<file path="src/rtl/ard_frame_collector_if.sv">
// Byte-stream in / frame-out bundle shared by the frame collector and its producer.
// The producer drives the byte strobe; the collector returns frames, error pulses and the error tally.
interface ard_frame_collector_if #(
   parameter int FRAME_BYTES = 9
);
   logic [7:0]               byte_in;
   logic                     byte_valid;
   logic [8*FRAME_BYTES-1:0] frame_data;
   logic                     frame_valid;
   logic                     checksum_error;
   logic                     timeout;
   logic [7:0]               error_count;

   modport master (
      output byte_in, byte_valid,
      input  frame_data, frame_valid, checksum_error, timeout, error_count
   );

   modport slave (
      input  byte_in, byte_valid,
      output frame_data, frame_valid, checksum_error, timeout, error_count
   );
endinterface

</file>
<file path="src/rtl/ard_frame_collector.sv">
// Assembles sync-prefixed, XOR-checksummed byte frames from a UART byte stream.
// It publishes accepted payloads and counts checksum failures and inter-byte timeouts.
module ard_frame_collector #(
   parameter int         FRAME_BYTES    = 9,
   parameter logic [7:0] SYNC_BYTE      = 8'hA5,
   parameter int         TIMEOUT_CYCLES = 1000000
) (
   input  logic                 clk,
   input  logic                 reset,
   ard_frame_collector_if.slave bus
);
   localparam int TIMER_W = $clog2(TIMEOUT_CYCLES);
   localparam int INDEX_W = $clog2(FRAME_BYTES + 1);

   typedef enum logic [1:0] {IDLE, COLLECT, CHECK} state_t;

   state_t                   stateReg;
   logic [INDEX_W-1:0]       indexReg;
   logic [7:0]               xorReg;
   logic [TIMER_W-1:0]       timerReg;
   logic [8*FRAME_BYTES-1:0] frameDataReg;
   logic                     frameValidReg;
   logic                     checksumErrorReg;
   logic                     timeoutReg;
   logic [7:0]               errorCountReg;
   logic [8*FRAME_BYTES-1:0] shadowFlat;

   // Shadow bytes are kept apart from frameDataReg so a frame in progress never shows on the output.
   genvar gi;
   generate
      for (gi = 0; gi < FRAME_BYTES; gi++) begin : g_shadow
         logic [7:0] shadowByte;
         always_ff @(posedge clk) begin
            if (!reset && stateReg == COLLECT && bus.byte_valid && indexReg == INDEX_W'(gi))
               shadowByte <= bus.byte_in;
         end
         assign shadowFlat[8*(FRAME_BYTES-gi)-1 -: 8] = shadowByte;
      end
   endgenerate

   always_ff @(posedge clk) begin
      if (reset) begin
         stateReg         <= IDLE;
         indexReg         <= '0;
         xorReg           <= '0;
         timerReg         <= '0;
         frameDataReg     <= '0;
         frameValidReg    <= 1'b0;
         checksumErrorReg <= 1'b0;
         timeoutReg       <= 1'b0;
         errorCountReg    <= '0;
      end else begin
         frameValidReg    <= 1'b0;
         checksumErrorReg <= 1'b0;
         timeoutReg       <= 1'b0;
         case (stateReg)
            IDLE: begin
               timerReg <= '0;
               if (bus.byte_valid && bus.byte_in == SYNC_BYTE) begin
                  stateReg <= COLLECT;
                  indexReg <= '0;
                  xorReg   <= '0;
               end
            end
            COLLECT, CHECK: begin
               // An arriving byte wins over a timer expiring in the same cycle.
               if (bus.byte_valid) begin
                  timerReg <= '0;
                  if (stateReg == COLLECT) begin
                     xorReg   <= xorReg ^ bus.byte_in;
                     indexReg <= indexReg + 1'b1;
                     if (indexReg == INDEX_W'(FRAME_BYTES - 1))
                        stateReg <= CHECK;
                  end else begin
                     stateReg <= IDLE;
                     if (bus.byte_in == xorReg) begin
                        frameDataReg  <= shadowFlat;
                        frameValidReg <= 1'b1;
                     end else begin
                        checksumErrorReg <= 1'b1;
                        if (errorCountReg != 8'hFF)
                           errorCountReg <= errorCountReg + 8'd1;
                     end
                  end
               end else if (timerReg == TIMER_W'(TIMEOUT_CYCLES - 1)) begin
                  stateReg   <= IDLE;
                  timerReg   <= '0;
                  timeoutReg <= 1'b1;
                  if (errorCountReg != 8'hFF)
                     errorCountReg <= errorCountReg + 8'd1;
               end else begin
                  timerReg <= timerReg + 1'b1;
               end
            end
            default: stateReg <= IDLE;
         endcase
      end
   end

   assign bus.frame_data     = frameDataReg;
   assign bus.frame_valid    = frameValidReg;
   assign bus.checksum_error = checksumErrorReg;
   assign bus.timeout        = timeoutReg;
   assign bus.error_count    = errorCountReg;
endmodule
</file>
<file path="src/flat_wrapper.sv">
// flat-port wrapper written by rule: the top's interface ports become plain ports
module ard_frame_collector_flat 
#(
   parameter int         FRAME_BYTES    = 9,
   parameter logic [7:0] SYNC_BYTE      = 8'hA5,
   parameter int         TIMEOUT_CYCLES = 1000000
)
  (clk, reset, bus_byte_in, bus_byte_valid, bus_frame_data, bus_frame_valid, bus_checksum_error, bus_timeout, bus_error_count);
  ard_frame_collector_if #(.FRAME_BYTES(FRAME_BYTES)) bus_i ();
  input  logic clk;
  input  logic reset;
  input wire logic [$bits(bus_i.byte_in)-1:0] bus_byte_in;
  input wire logic [$bits(bus_i.byte_valid)-1:0] bus_byte_valid;
  output wire logic [$bits(bus_i.frame_data)-1:0] bus_frame_data;
  output wire logic [$bits(bus_i.frame_valid)-1:0] bus_frame_valid;
  output wire logic [$bits(bus_i.checksum_error)-1:0] bus_checksum_error;
  output wire logic [$bits(bus_i.timeout)-1:0] bus_timeout;
  output wire logic [$bits(bus_i.error_count)-1:0] bus_error_count;
  assign bus_i.byte_in = bus_byte_in;
  assign bus_i.byte_valid = bus_byte_valid;
  assign bus_frame_data = bus_i.frame_data;
  assign bus_frame_valid = bus_i.frame_valid;
  assign bus_checksum_error = bus_i.checksum_error;
  assign bus_timeout = bus_i.timeout;
  assign bus_error_count = bus_i.error_count;
  ard_frame_collector #(.FRAME_BYTES(FRAME_BYTES), .SYNC_BYTE(SYNC_BYTE), .TIMEOUT_CYCLES(TIMEOUT_CYCLES)) u_core (.clk(clk), .reset(reset), .bus(bus_i));
endmodule
</file>
<file path="config.mk">
export PLATFORM = sky130hd
export DESIGN_NAME = ard_frame_collector_flat
export DESIGN_NICKNAME = d
export VERILOG_FILES = /design/src/rtl/ard_frame_collector_if.sv /design/src/rtl/ard_frame_collector.sv /design/src/flat_wrapper.sv
export SDC_FILE = /design/constraint.sdc
export NUM_CORES = 1
export LEC_CHECK = 0
export BUFFER_PORTS_ARGS = -buffer_cell sky130_fd_sc_hd__buf_4
export CAP_MARGIN = 40
export CORE_ASPECT_RATIO = 1.75
export CORE_UTILIZATION = 51
export CTS_CLUSTER_DIAMETER = 100
export CTS_CLUSTER_SIZE = 20
export DETAILED_ROUTE_END_ITERATION = 6
export PLACE_DENSITY = 0.75
export RECOVER_POWER = 50
export SKIP_CTS_REPAIR_TIMING = 1
export SLEW_MARGIN = 20
export SYNTH_ARGS = -nofsm -noshare
export SYNTH_HDL_FRONTEND = slang
export SYNTH_SLANG_ARGS = --single-unit
</file>
<file path="constraint.sdc">
create_clock -name clk -period 2.5 [get_ports clk]
set_input_delay 0.5 -clock clk [delete_from_list [all_inputs] [get_ports clk]]
set_output_delay 0.5 -clock clk [all_outputs]
set_load 0.01 [all_outputs]
</file>
=== Word-level counts from Yosys, hierarchy flattened ===
Cells that the tools add are included.

* Add/subtract/negate cells: 3
* Equality and inequality tests: 21
* Multiplexer cells: 25
* Bitwise operators: 4
* Reductions and logical operators: 24

{| class="wikitable"
|+ Operators by type and width
! cell !! count
|-
| $mux W8 || 8
|-
| $mux W20 || 2
|-
| $pmux W20 S2 || 1
|-
| $add A20 B1 Y20 const B || 1
|-
| $eq A20 B20 Y1 const B || 1
|-
| $eq A4 B3 Y1 const B || 4
|-
| $pmux W8 S2 || 1
|-
| $logic_and A1 B1 Y1 || 12
|-
| $mux W4 || 3
|-
| $reduce_and A4 Y1 || 3
|-
| $mux W2 || 5
|-
| $add A8 B1 Y8 const B || 1
|-
| $eq A4 B2 Y1 const B || 2
|-
| $eq A8 B8 Y1 || 1
|-
| $eq A8 B8 Y1 const B || 1
|-
| $ne A8 B8 Y1 const B || 1
|-
| $pmux W4 S2 || 1
|-
| $xor A8 B8 Y8 || 1
|-
| $ne A2 B2 Y1 const B || 3
|-
| $add A4 B1 Y4 const B || 1
|-
| $eq A4 B1 Y1 const B || 1
|-
| $eq A4 B4 Y1 const B || 1
|-
| $logic_not A4 Y1 || 1
|-
| $ne A2 B1 Y1 const B || 2
|-
| other kinds (14) || 19
|}

* Flip-flop bits (word level): 189
* Input bits: 11
* Output and inout port bits: 83
* Logic and storage cells: 95

=== Depth between registers and ports, before layout ===
* Word-level depth: 5
* Mapped depth: 9
* Gate-level depth less buffers: 8

=== Worst setup path after synthesis ===
Ideal clock, no wire load.

* Path kind: reg2reg
* Start: register u_core.timerReg[10]
* End: register u_core.errorCountReg[7], in the netlist u_core.bus.error_count[7]
* Library setup time: 123 ps
* Data arrival time: 2302 ps
* Data required time: 2377 ps
* Setup slack: 74 ps
* Stages on the path, launching flop included: 7
* Buffers on the path: 0
* Period minus slack after synthesis: 2426 ps
* Cells stage by stage: dfxtp_1 -> or4b_1 -> or4_4 -> nor4b_4 -> nand2_4 -> a211oi_2 -> mux2_1

* Longest elaborated chain between the ends: 3

{| class="wikitable"
|+ RTL lines
! item !! line !! source
|-
| start, declared || ard_frame_collector.sv:20 || <nowiki>logic [TIMER_W-1:0] timerReg;</nowiki>
|-
| start signal, assigned || ard_frame_collector.sv:92 || <nowiki>timerReg <= timerReg + 1'b1;</nowiki>
|-
| $eq A20 B20 Y1 || ard_frame_collector.sv:85 || <nowiki>end else if (timerReg == TIMER_W'(TIMEOUT_CYCLES - 1)) begin</nowiki>
|-
| $reduce_bool A2 Y1 (no line) || - ||
|-
| $reduce_and A4 Y1 (no line) || - ||
|-
| end signal, assigned || ard_frame_collector.sv:82 || <nowiki>errorCountReg <= errorCountReg + 8'd1;</nowiki>
|-
| end signal, assigned || ard_frame_collector.sv:90 || <nowiki>errorCountReg <= errorCountReg + 8'd1;</nowiki>
|-
| end, declared || ard_frame_collector.sv:25 || <nowiki>logic [7:0] errorCountReg;</nowiki>
|}

Every way passes these cells.
A chain may end at the register's enable or synchronous reset.

=== Final worst setup path ===
* Start: register u_core.timerReg[10]
* End: register u_core.errorCountReg[6], in the netlist u_core.bus.error_count[6]

Same word-level chain as after synthesis.

==> reports/qor.yml <==
worst_pin_slew_ns: 0.869
synthFlopType: "dfxtp_1"
vias: 4735
hpwlAfterDp_um: 10100
synthDistinctLibCells: 47
grt_pass1_wl_um: 23400
ys_warn_count: 0
start_kind: "register"
cp.required_ns: 2.81
globalplace.congestion: 0.790
start_util_pct: 52.5
core_area_mm2: 0.0135
cts_tree: "done"
fmax_mhz: 394
htreeDepth: 4
drt_pass1_iterations: 5
nets: 728
clock-sinks: 189
rsz0062_at_grt: "yes"
final_common_cell: "nor2_1"
crit_fanout: 4
cts_buffers: 17
initialDrtViolationCount: 175
dpl_cell_area_mm2: 0.00814
netlist_instances: 591
fp.dieW_um: 91.2
wl_per_cell_um: 16.7
fp-row-count: 56
setup_viol: 4
syn_avg_cell_area_um2: 12.0
cts_root_buf: "clkbuf_16"
clk_latency_ns: 0.43
drt-total-wl_um: 14900
ys_seq_area_share_pct: 63.4
status: "finished with violations"
hold_class: "reg -> reg"
grt_max_degree: 59
p_per_area_mw_per_mm2: 710
diodes: 0
synth-seq-cells: 189
worstPathArrival_ns: 2.84
overflow: 0
leakage_nw: 2.79
max-vdd-ir-drop_mv: 0.553
cp-end-kind: "register"
antenna_found_initial: 0
max_cap_violations: 0
finalCritPeriodShare_pct: 101
antenna_left: 0
drive_gt1_share_pct: 10.3
fillers: 1141
place_inst: 856
finalHoldViolations: 0
syn_to_final_growth_pct: 18.8
clk_transition_reported_paths_ns: 0.06
syn_nets: 613
clockBufferDepth: 2
track_usage_pct: 21.5
failed_checks: "negative setup slack"
finalWorstSetupSlack_ns: -0.0371
syn_area_mm2: 0.00710
async_flop_share_pct: 0
via_per_inst: 5.30
slew_viol_final: 0
synth_edf_count: 72
dieHeight_um: 158
fin_worst_skew_ns: 0.0107
final_cell_mix: "nor2_1, dfxtp_1, clkbuf_1"
final-instance-count-excl-fill: 893
path_class: "reg -> reg"
drc_errors: 0
final_cell_area_mm2: 0.00844
num_io_pins: 94
relSlewSlack_pct: 42.0
die_area_mm2: 0.0144
min_period_ns: 2.54
grt_pass1_vias: 4807
io_buffers: 93
worst max-delay path: stages, from the launching register on:
cell	delay [ns]
dfxtp_2	0.32
or4b_4	0.51
or4_4	0.51
nor4b_4	0.37
buf_4	0.19
nand2_4	0.06
a2111oi_2	0.37
o21ai_1	0.09
path summary, 6_finish.rpt:
path | from | to | slack, ns | cells past startpoint
max reg2reg | u_core.timerReg[10] | u_core.bus.error_count[6] | -0.04 | 7
max | u_core.timerReg[10] | u_core.bus.error_count[6] | -0.04 | 7
min | u_core.xorReg[5] | u_core.xorReg[5] | 0.48 | 2
min reg2reg | u_core.xorReg[5] | u_core.xorReg[5] | 0.48 | 2
sequential cells by signal, summed over array words and instances (netlist names):
name and flops:
u_core.bus.frame_data 72, u_core.g_shadow.shadowByte 72, u_core.timerReg 20, u_core.bus.error_count 8
u_core.xorReg 8, u_core.indexReg 4, u_core.stateReg 2, u_core.bus.checksum_error 1
u_core.bus.frame_valid 1, u_core.bus.timeout 1
stage by stage:
step	util, %	hold slack, ns	setup TNS, ns	setup slack, ns	total power, W
after floorplan	-	0.452	0	0.0744	0.00334
after global placement	60.0	0.460	0	0.0417	0.00342
after detailed placement	60.2	0.471	0	0.0148	0.00343
after CTS	64.6	0.319	0	0.000154	0.00605
after global routing	62.4	0.473	-1.68	-0.110	0.00619
final	62.4	0.482	-0.117	-0.0371	0.00599
power breakdown:
part	internal (W)	switching [W]	leakage (nW)
sequential	0.00319	0.00000370	1.59
combinational	0.0000398	0.000111	0.913
clock	0.00145	0.00120	0.293
total	0.00468	0.00131	2.79
final cells by class:
cell class / count / area [µm²] / share of cell area (%)
Clock inverter: 13 / 149 / 1.76
Inverter: 10 / 37.5 / 0.445
Clock buffer: 19 / 443 / 5.25
Sequential cell: 189 / 4510 / 53.4
Tap cell: 174 / 218 / 2.58
Timing Repair Buffer: 119 / 591 / 7.00
Multi-Input combinational cell: 369 / 2500 / 29.6
Yosys cell counts, drive strengths merged, types with 3 or more instances:
cell type,n,area share (%)
mux2i,75,11
clkbuf,15,0.79
xor2,12,1.5
buf,9,0.63
nand3b,9,0.95
nand3,11,0.77
nand2,15,0.90
nand4b,3,0.37
ha,11,1.9
edfxtp,72,30
dfxtp,117,33
nor2,118,6.2
nand2b,6,0.53
a22oi,6,0.63
inv,10,0.53
and2,9,0.79
nor3,6,0.42
nor2b,15,1.3
a21oi,12,0.90
nand4,11,0.97
o21ai,11,0.77
xnor2,10,1.2
mux2,6,0.95
cells by family (layout without fill, tap and decap cells):
kind of cell / Yosys count / after routing / share of synthesized area, %
mux: 81 / 81 / 11.5
buf+inv: 34 / 161 / 1.95
simple gates: 215 / 216 / 14.9
fa+ha+maj: 11 / 11 / 1.94
compound gates: 39 / 39 / 3.61
xor+xnor: 22 / 22 / 2.71
flops: 189 / 189 / 63.4
layer usage:
layer  share of wire [%]  vias to the layer above  global-route usage [%]
met5                   0                        -                       0
met4                 2.4                        0                    10.9
met1                  38                     2297                    21.6
met2                  56                      118                    41.5
met3                 3.7                       30                    4.47
li1                    -                     2290                       -
Note: power is estimated with default switching activity, not from simulation.
